<file path="src/rtl/flip_flop.sv">
`default_nettype none
// +--------------------------------------------------------------------------+
// | Module      : flip_flop                                                  |
// | Description : N-bit register with write enable and synchronous,          |
// |               active-low reset loading RESET_VALUE.                      |
// | Revision    : 1.0                                                        |
// +--------------------------------------------------------------------------+

module flip_flop #(
  parameter int           N           = 32,
  parameter logic [N-1:0] RESET_VALUE = '0
) (
  input  logic         clk,
  input  logic         reset,
  input  logic         we,
  input  logic [N-1:0] in,
  output logic [N-1:0] out
);

  logic [N-1:0] r_data;

  // Reset outranks the write enable; both take effect only on the clock edge.
  always_ff @(posedge clk) begin
    if (!reset) begin
      r_data <= RESET_VALUE;
    end else if (we) begin
      r_data <= in;
    end
  end

  assign out = r_data;

endmodule

`default_nettype wire

</file>
<file path="config.mk">
export PLATFORM = sky130hd
export DESIGN_NAME = flip_flop
export DESIGN_NICKNAME = d
export VERILOG_FILES = /design/src/rtl/flip_flop.sv
export SDC_FILE = /design/constraint.sdc
export NUM_CORES = 1
export LEC_CHECK = 0
export BUFFER_PORTS_ARGS = -buffer_cell sky130_fd_sc_hd__buf_4
export CELL_PAD_IN_SITES_DETAIL_PLACEMENT = 0
export CELL_PAD_IN_SITES_GLOBAL_PLACEMENT = 2
export CORE_MARGIN = 2
export CORE_UTILIZATION = 27
export CTS_BUF_LIST = sky130_fd_sc_hd__clkbuf_4
export DETAILED_ROUTE_END_ITERATION = 8
export GPL_TIMING_DRIVEN = 1
export PLACE_DENSITY = 0.77
export SYNTH_ARGS = -nofsm -noshare
export SYNTH_HDL_FRONTEND = slang
export SYNTH_SLANG_ARGS = --single-unit
</file>
<file path="constraint.sdc">
create_clock -name clk -period 0.9 [get_ports clk]
set_input_delay 0.09 -clock clk [delete_from_list [all_inputs] [get_ports clk]]
set_output_delay 0.09 -clock clk [all_outputs]
set_load 0.005 [all_outputs]
</file>
==> impl_metrics.py, run 1 <==
metrics = {
    "outcome": {
        "status": "complete, no violations",
    },
    "yosys": {
        "synth_cell_types": 6,
        "synth.yosys.seq_area_share": 0.515,
        "synthesis.nets": 138,
        "ys_warn_count": 0,
        "syn_inst": 103,
        "synth.avg_cell_area_sq_um": 12.1,
        "yosys_register_bits": 32,
        "syn_area_sq_um": 1240,
    },
    "global_routing": {
        "grt_antenna_before_repair": 0,
        "globalRouteMet3Util": 0.0366,
        "top_usage_layer": "met2",
        "use_met1": 0.119,
        "gr-usage-all-layers": 0.107,
        "met2_usage": 0.183,
        "grt_overflow_total": 0,
        "grt_pass1_wl_mm": 4.28,
        "grt_pass1_vias": 962,
        "grt_max_degree": 33,
    },
    "power_and_ir_drop": {
        "p_int_mw": 2.21,
        "pwr-share-comb": 0.174,
        "power-per-cell-area_nw_per_um2": 1490,
        "pwr-share-seq": 0.545,
        "power.share.clock": 0.281,
        "power_switching_mw": 0.659,
        "p_sw_frac": 0.230,
        "power.leakage_nw": 0.925,
        "peakVddDrop_mv": 0.733,
    },
    "run": {
        "maxCapViolCount": 0,
    },
    "clocking": {
        "cts-buffers-inserted": 5,
        "insertion_delay_ns": 0.31,
        "path_clk_slew_ns": 0.10,
        "cts_tree": "done",
        "cts_num_sinks": 32,
        "clockBufferDepth": 2,
        "cts_root_buf": "clkbuf_4",
        "postCtsHoldBufs": 0,
        "htreeDepth": 2,
    },
    "setup_path": {
        "r2r-start": "out[29]",
        "cp.required_ns": 0.81,
        "cp-startpoint": "out[18]",
        "cp_top_family": "flip-flops",
        "worstSetupPathType": "reg2out",
        "crit_path_end_kind": "primary output",
        "cp_max_fo": 2,
        "path_cells": "buf_4",
        "cp_slowest_cell": "dfxtp_2",
        "slowest_delay_ns": 0.33,
        "crit_buf_inv": 1,
        "arrival_ns": 0.78,
        "start_kind": "register",
    },
    "hold_path": {
        "min_path_type": "in2reg",
        "min_from": "in[30]",
    },
    "placement": {
        "place_congestion": 0.793,
        "placedCellCount": 217,
        "dp_hpwl_mm": 2.03,
        "place_area_sq_um": 1770,
        "portBuffers": 66,
    },
    "sta": {
        "relSlewSlack": 0.834,
        "skew_ns": 0,
        "tightest_slew_ns": 0.249,
        "setup_viol": 0,
        "timing.fmax_mhz": 1160,
        "post-route-period-util": 0.962,
        "rsz0062_at_grt": "yes",
        "finalHoldViolations": 0,
        "slew_viol_final": 0,
        "fin_crit_ns": 0.866,
    },
    "routing": {
        "final_antenna_net_count": 0,
        "post_drt_via_cell_ratio": 4.14,
        "drc": 0,
        "routed_wl_mm": 2.75,
        "initialDrtViolationCount": 13,
        "vias": 936,
        "first_pass_iters": 3,
        "wire_per_inst_microns": 12.2,
    },
    "die": {
        "io_pins": 67,
        "core_sq_um": 4380,
        "dieWidth_microns": 71.9,
        "rows": 24,
        "dieArea_sq_um": 5170,
        "initial_core_util": 0.284,
        "dieHeight_microns": 71.9,
    },
    "layout": {
        "largest_reg_flops": 32,
        "drive_above_1_share": 0.592,
        "postLayoutCoreUtil": 0.439,
        "design_area_sq_um": 1930,
        "area_delta_synth_final_pct": 54.8,
        "fillers": 419,
        "fin_nets": 208,
        "antenna-diode-count": 0,
        "final_cells": 226,
    },
}
-- cell families (layout without fill, tap and decap cells) --
family / count (synthesis) / count (layout) / share of synthesized area
mux: 32 / 32 / 0.258
flops: 32 / 32 / 0.515
simple gates: 32 / 32 / 0.161
buf+inv: 7 / 78 / 0.0664
-- repair_timing --
item	CTS	global route
endpoints found under the hold margin	0	0
cloned	0	0
resized for setup	3	39
buffers inserted	0	1
setup endpoints to repair	3	26
-- path summary, 6_finish.rpt --
kind | depth (start not counted) | slack [ns] | endpoint
setup / recovery | 1 | 0.03 | out[18]
setup reg to reg | 3 | 0.18 | out[29]
hold reg to reg | 2 | 0.52 | out[4]
hold / removal | 3 | 0.03 | out[30]
-- power groups by stage --
stage,Combinational [mW],Sequential (mW),Clock (mW)
final,0.500,1.57,0.807
after floorplan,0.213,1.58,0
after global routing,0.542,1.58,0.925
after detailed placement,0.481,1.58,0
after CTS,0.481,1.55,0.870
after global placement,0.472,1.58,0
-- metal layers --
| layer | up-vias | wire, microns |
|---|---|---|
| met3 | 2 | 188 |
| met4 | 0 | 21 |
| met2 | 33 | 1470 |
| li1 | 477 | - |
| met1 | 424 | 1070 |
| met5 | - | 0 |
-- synth_stat cells (all sizes together) --
cell | number | share of area
buf | 4 | 0.057
nor2b | 32 | 0.16
mux2i | 32 | 0.26
dfxtp | 32 | 0.52
clkbuf | 3 | 0.0091
-- layout by cell type (no fill, tap or decap) --
master,synthesis,routed
clkinv_1,0,1
mux2i_1,32,32
dfxtp_2,0,26
buf_6,1,16
buf_12,3,2
buf_4,0,52
clkbuf_4,0,7
nor2b_1,32,32
dfxtp_1,32,6
-- stage by stage --
stage	TNS, ns	power (mW)	worst slack [ns]	hold WS (ns)
floorplan	0	1.79	0.222	0.218
global placement	0	2.05	0.103	0.349
detailed placement	0	2.06	0.0840	0.357
CTS	0	2.90	0.00279	0.00447
global route	-0.00174	3.04	-0.00174	0.00403
finish	0	2.87	0.0342	0.0262
-- cell type report --
type / count / area, sq um / area share
timing repair buffer: 70 / 611 / 0.317
tap: 52 / 65.1 / 0.0338
clock buffer: 7 / 52.6 / 0.0273
multi-input combinational: 64 / 520 / 0.270
clock inverter: 1 / 3.75 / 0.00195
sequential: 32 / 673 / 0.350
Note: power is estimated with default switching activity, not from simulation.
==> run 2, diff against run 1 <==
==> constraint.sdc (replaced) <==
create_clock -name clk -period 0.9 [get_ports clk]
set_input_delay 0.09 -clock clk [delete_from_list [all_inputs] [get_ports clk]]
set_output_delay 0.09 -clock clk [all_outputs]
set_load 0.02 [all_outputs]
==> impl_metrics.py, run 2 (same netlist as run 1, synthesis figures left out) <==
metrics = {
    "layout": {
        "final_cells": 226,
        "fin_nets": 208,
        "design_area_sq_um": 1990,
        "final_common_cell": "buf_4",
        "area_delta_synth_final_pct": 60.3,
        "final_cell_mix": "buf_4, mux2i_1, nor2b_1, dfxtp_2, buf_6",
        "fillers": 410,
        "largest_reg_flops": 32,
        "drive_above_1_share": 0.626,
        "antenna-diode-count": 0,
    },
    "clocking": {
        "cts_tree": "done",
        "cts_root_buf": "clkbuf_4",
        "insertion_delay_ns": 0.31,
        "cts-buffers-inserted": 5,
        "cts_num_sinks": 32,
        "path_clk_slew_ns": 0.10,
        "htreeDepth": 2,
        "clockBufferDepth": 2,
    },
    "setup_path": {
        "slowest_delay_ns": 0.35,
        "crit_buf_inv": 1,
        "cp-startpoint": "out[10]",
        "r2r-start": "out[29]",
        "r2r_slack_ns": 0.17,
        "cp.required_ns": 0.81,
        "arrival_ns": 0.78,
        "cp_slowest_cell": "dfxtp_2",
        "cp_max_fo": 2,
        "worstSetupPathType": "reg2out",
        "start_kind": "register",
        "path_cells": "buf_6",
        "crit_path_end_kind": "primary output",
        "cp_top_family": "flip-flops",
    },
    "sta": {
        "slew_viol_final": 0,
        "fin_crit_ns": 0.875,
        "skew_ns": 0,
        "fin_ws_ns": 0.0254,
        "setup_viol": 0,
        "post-route-period-util": 0.972,
        "finalHoldViolations": 0,
        "timing.fmax_mhz": 1140,
        "whs_ns": 0.0263,
        "rsz0062_at_grt": "yes",
        "tightest_slew_ns": 0.253,
        "relSlewSlack": 0.831,
    },
    "power_and_ir_drop": {
        "total_power_mw": 3.02,
        "power.leakage_nw": 0.942,
        "pwr-share-seq": 0.523,
        "p_sw_frac": 0.254,
        "power.share.clock": 0.269,
        "peakVddDrop_mv": 0.742,
        "power-per-cell-area_nw_per_um2": 1510,
        "power_switching_mw": 0.767,
        "pwr-share-comb": 0.208,
        "p_int_mw": 2.25,
    },
    "routing": {
        "post_drt_via_cell_ratio": 4.19,
        "first_pass_iters": 3,
        "final_antenna_net_count": 0,
        "vias": 948,
        "initialDrtViolationCount": 16,
        "drc": 0,
        "wire_per_inst_microns": 12.5,
        "routed_wl_mm": 2.83,
    },
    "run": {
        "maxCapViolCount": 0,
    },
    "die": {
        "dieArea_sq_um": 5170,
        "io_pins": 67,
        "dieWidth_microns": 71.9,
        "dieHeight_microns": 71.9,
        "initial_core_util": 0.284,
        "core_sq_um": 4380,
        "rows": 24,
    },
    "global_routing": {
        "grt_max_degree": 33,
        "grt_antenna_before_repair": 0,
        "gr-usage-all-layers": 0.109,
        "grt_pass1_vias": 962,
        "grt_pass1_wl_mm": 4.33,
        "grt_overflow_total": 0,
    },
    "hold_path": {
        "min_from": "in[30]",
        "min_path_type": "in2reg",
    },
    "placement": {
        "place_congestion": 0.793,
        "dp_hpwl_mm": 2.03,
        "place_area_sq_um": 1770,
        "pre_cts_ws_ns": 0.0840,
        "placedCellCount": 217,
        "portBuffers": 66,
    },
    "outcome": {
        "status": "complete, no violations",
    },
}
==> run 2: cell counts in the layout (fill, tap and decap cells not counted) <==
Identical to the previous run, type by type.
==> run 2: layer usage <==
metal	up-vias	track usage	wire, microns
met2	33	0.185	1540
met1	435	0.121	1080
met4	0	0.0503	21
met5	-	0	0
met3	2	0.0408	188
li1	478	-	-
==> run 2: timing repair <==
| action | in CTS | in global routing |
|---|---|---|
| gates resized for setup | 59 | 5 |
| buffers inserted | 0 | 1 |
| endpoints found under the setup margin | 32 | 30 |
| hold buffers | 0 | 0 |
==> run 2: power groups by stage <==
| stage | Combinational, mW | Sequential, mW | Clock, mW |
|---|---|---|---|
| 6_report | 0.628 | 1.58 | 0.810 |
| 3_3_place_gp | 0.573 | 1.58 | 0 |
| 5_1_grt | 0.670 | 1.59 | 0.929 |
| 3_5_place_dp | 0.582 | 1.58 | 0 |
| 4_1_cts | 0.625 | 1.58 | 0.870 |
| 2_1_floorplan | 0.212 | 1.68 | 0 |
==> run 2: stage by stage <==
step                TNS (ns)   util
finish                     0  0.455
CTS                 -0.00751  0.449
detailed placement         0  0.404
global route          -0.275  0.455
floorplan                  0      -
global placement           0  0.404
==> run 2: final cells by class <==
class	instances	area [sq um]	share of cell area
repair buffers	70	671	0.336
well taps	52	65.1	0.0326
clock buffers	7	52.6	0.0264
flip-flops and latches	32	681	0.341
clock inverters	1	3.75	0.00188
multi-input cells	64	520	0.261
==> run 2: worst reg2reg max path, stage by stage (launching register included) <==
cell and delay [ns]:
dfxtp_2 0.34, buf_4 0.12, mux2i_1 0.12, nor2b_1 0.06
==> run 2: path summary, 6_finish.rpt <==
path / endpoint / cells after the start
worst max-delay path: out[10] / 1
worst min-delay path: out[30] / 3
worst max register to register: out[29] / 3
worst min register to register: out[30] / 2
==> run 3, diff against run 2 <==
--- a/config.mk
+++ b/config.mk
@@ -5,11 +5,12 @@
 export SDC_FILE = /design/constraint.sdc
 export NUM_CORES = 1
 export LEC_CHECK = 0
+export ABC_AREA = 1
 export BUFFER_PORTS_ARGS = -buffer_cell sky130_fd_sc_hd__buf_4
 export CELL_PAD_IN_SITES_DETAIL_PLACEMENT = 0
 export CELL_PAD_IN_SITES_GLOBAL_PLACEMENT = 2
 export CORE_MARGIN = 2
-export CORE_UTILIZATION = 27
+export CORE_UTILIZATION = 23
 export CTS_BUF_LIST = sky130_fd_sc_hd__clkbuf_4
 export DETAILED_ROUTE_END_ITERATION = 8
 export GPL_TIMING_DRIVEN = 1
==> impl_metrics.py, run 3 <==
metrics = {
    "setup_path": {
        "r2r-start": "out[19]",
        "worstSetupPathType": "reg2out",
        "crit_buf_inv": 1,
        "crit_path_end_kind": "primary output",
        "slowest_delay_ns": 0.36,
        "start_kind": "register",
        "r2r_cells": 3,
        "path_cells": "buf_6",
        "r2r_end": "out[19]",
        "cp_top_family": "flip-flops",
        "cp_slowest_cell": "dfxtp_2",
        "cp.required_ns": 0.81,
        "cp_max_fo": 2,
        "arrival_ns": 0.80,
        "r2r_slack_ns": 0.22,
    },
    "yosys": {
        "syn_area_sq_um": 1340,
        "synth_top_cell_area_share": 0.480,
        "ys_warn_count": 0,
        "synth_commonest_cells": "nand2_1, nor2_1, dfxtp_1, inv_1, buf_6",
        "synth.avg_cell_area_sq_um": 6.61,
        "synth_cell_types": 6,
        "synth_flop_cell": "dfxtp_1",
        "synthTopCellsByArea": "dfxtp_1, nand2_1, nor2_1, inv_1, buf_6",
        "syn_inst": 202,
        "synth_edf_count": 0,
        "synthArstFlopShare": 0,
        "synthesis.nets": 237,
        "yosys_register_bits": 32,
        "yosysTopAreaCell": "dfxtp_1",
        "synth.yosys.seq_area_share": 0.480,
    },
    "routing": {
        "drc": 0,
        "vias": 1287,
        "routed_wl_mm": 3.04,
        "wire_per_inst_microns": 8.86,
        "final_antenna_net_count": 0,
        "first_pass_iters": 3,
        "post_drt_via_cell_ratio": 3.75,
        "initialDrtViolationCount": 55,
    },
    "sta": {
        "relSlewSlack": 0.772,
        "slew_viol_final": 0,
        "setup_viol": 0,
        "skew_ns": 0,
        "whs_ns": 0.0373,
        "fin_setup_tns_ns": 0,
        "fin_crit_ns": 0.891,
        "tightest_slew_ns": 0.342,
        "timing.fmax_mhz": 1120,
        "rsz0062_at_grt": "yes",
        "finalHoldViolations": 0,
        "post-route-period-util": 0.990,
    },
    "power_and_ir_drop": {
        "power-per-cell-area_nw_per_um2": 1610,
        "power_switching_mw": 0.896,
        "power.share.clock": 0.321,
        "peakVddDrop_mv": 0.657,
        "pwr-share-comb": 0.210,
        "pwr-share-seq": 0.469,
        "p_sw_frac": 0.262,
        "power.leakage_nw": 1.18,
        "p_int_mw": 2.53,
    },
    "layout": {
        "area_delta_synth_final_pct": 59.5,
        "fin_nets": 305,
        "drive_above_1_share": 0.410,
        "antenna-diode-count": 0,
        "final_cell_mix": "nor2_1, nand2_1, buf_4",
        "largest_reg_flops": 32,
    },
    "die": {
        "dieArea_sq_um": 6430,
        "rows": 27,
        "io_pins": 67,
        "initial_core_util": 0.241,
        "dieWidth_microns": 80.2,
        "dieHeight_microns": 80.2,
        "core_sq_um": 5540,
    },
    "clocking": {
        "cts_tree": "done",
        "htreeDepth": 2,
        "postCtsHoldBufs": 0,
        "insertion_delay_ns": 0.33,
        "path_clk_slew_ns": 0.10,
        "cts-buffers-inserted": 5,
        "clockBufferDepth": 2,
        "cts_root_buf": "clkbuf_4",
        "cts_num_sinks": 32,
    },
    "global_routing": {
        "grt_max_degree": 43,
        "grt_antenna_before_repair": 0,
        "grt_overflow_total": 0,
        "grt_pass1_wl_mm": 5.00,
        "grt_pass1_vias": 1133,
        "gr-usage-all-layers": 0.101,
    },
    "outcome": {
        "status": "complete, no violations",
    },
    "hold_path": {
        "holdPathStages": 5,
        "min_from": "in[25]",
        "min_path_type": "in2reg",
        "whs_endpoint": "out[25]",
    },
    "run": {
        "maxCapViolCount": 0,
    },
    "placement": {
        "portBuffers": 66,
        "place_congestion": 0.644,
        "dp_hpwl_mm": 2.08,
    },
}
[run 3: cell types whose count changed in the layout (fill, tap and decap cells not counted), sizes merged]
cell	before	now
mux2i	32	0
nand2	0	64
clkbuf	7	6
bufinv	0	1
inv	0	32
nor2b	32	0
nor2	0	64
buf	70	71
[run 3: cells by family after synthesis]
logic type | Yosys count | share of synthesized area
buffers and inverters | 42 | 0.160
DFF | 32 | 0.480
and+or+nand+nor | 128 | 0.360
[run 3: final cells by class]
type,count,area [sq um]
clock buffer,6,45.0
clock inverter,2,35.0
fill,623,3410
inverter,32,120
multi-input combinational,128,480
sequential,32,681
tap,72,90.1
timing repair buffer,71,678
[run 3: metal layers]
layer  wire (microns)  global-route usage  vias to the layer above  part of all wire
met4               55              0.0458                        0             0.018
met5                0                   0                        -                 0
li1                 -                   -                      703                 -
met3              304              0.0461                        6              0.10
met1             1500               0.129                      529              0.49
met2             1180               0.144                       49              0.39
[run 3: worst max path at each step]
stage                        from       to  slack, ns  depth (start not counted)
final                     out[30]  out[30]      0.009                          1
after CTS                 out[30]  out[30]      -0.02                          1
after global routing      out[18]  out[18]      -0.05                          1
after floorplan           out[29]  out[29]       0.27                          2
after detailed placement       we  out[23]       0.19                          5
after global placement         we  out[23]       0.20                          5
[run 3: power groups by stage]
stage	clock, mW	sequential, mW	combinational [mW]
floorplan	0	1.72	0.247
global route	1.23	1.62	0.795
finish	1.10	1.61	0.719
global placement	0	1.60	0.658
detailed placement	0	1.60	0.656
CTS	1.16	1.61	0.721
[run 3: what timing repair did]
action                                 CTS  global route
setup endpoints to repair               32            32
setup buffers                            1             2
endpoints found under the hold margin    0             0
gates resized for setup                 64             0
[run 3: stage by stage]
stage          worst slack [ns]  utilization  total power [mW]  instance area [sq um]  cells
2_1_floorplan             0.268            -              1.96                   1340    202
3_3_place_gp              0.200        0.337              2.26                   1870    332
3_5_place_dp              0.194        0.337              2.26                   1870    332
4_1_cts                 -0.0160        0.382              3.49                   2110    341
5_1_grt                 -0.0472        0.384              3.65                   2130    343
6_report                0.00897        0.384              3.43                   2130    343
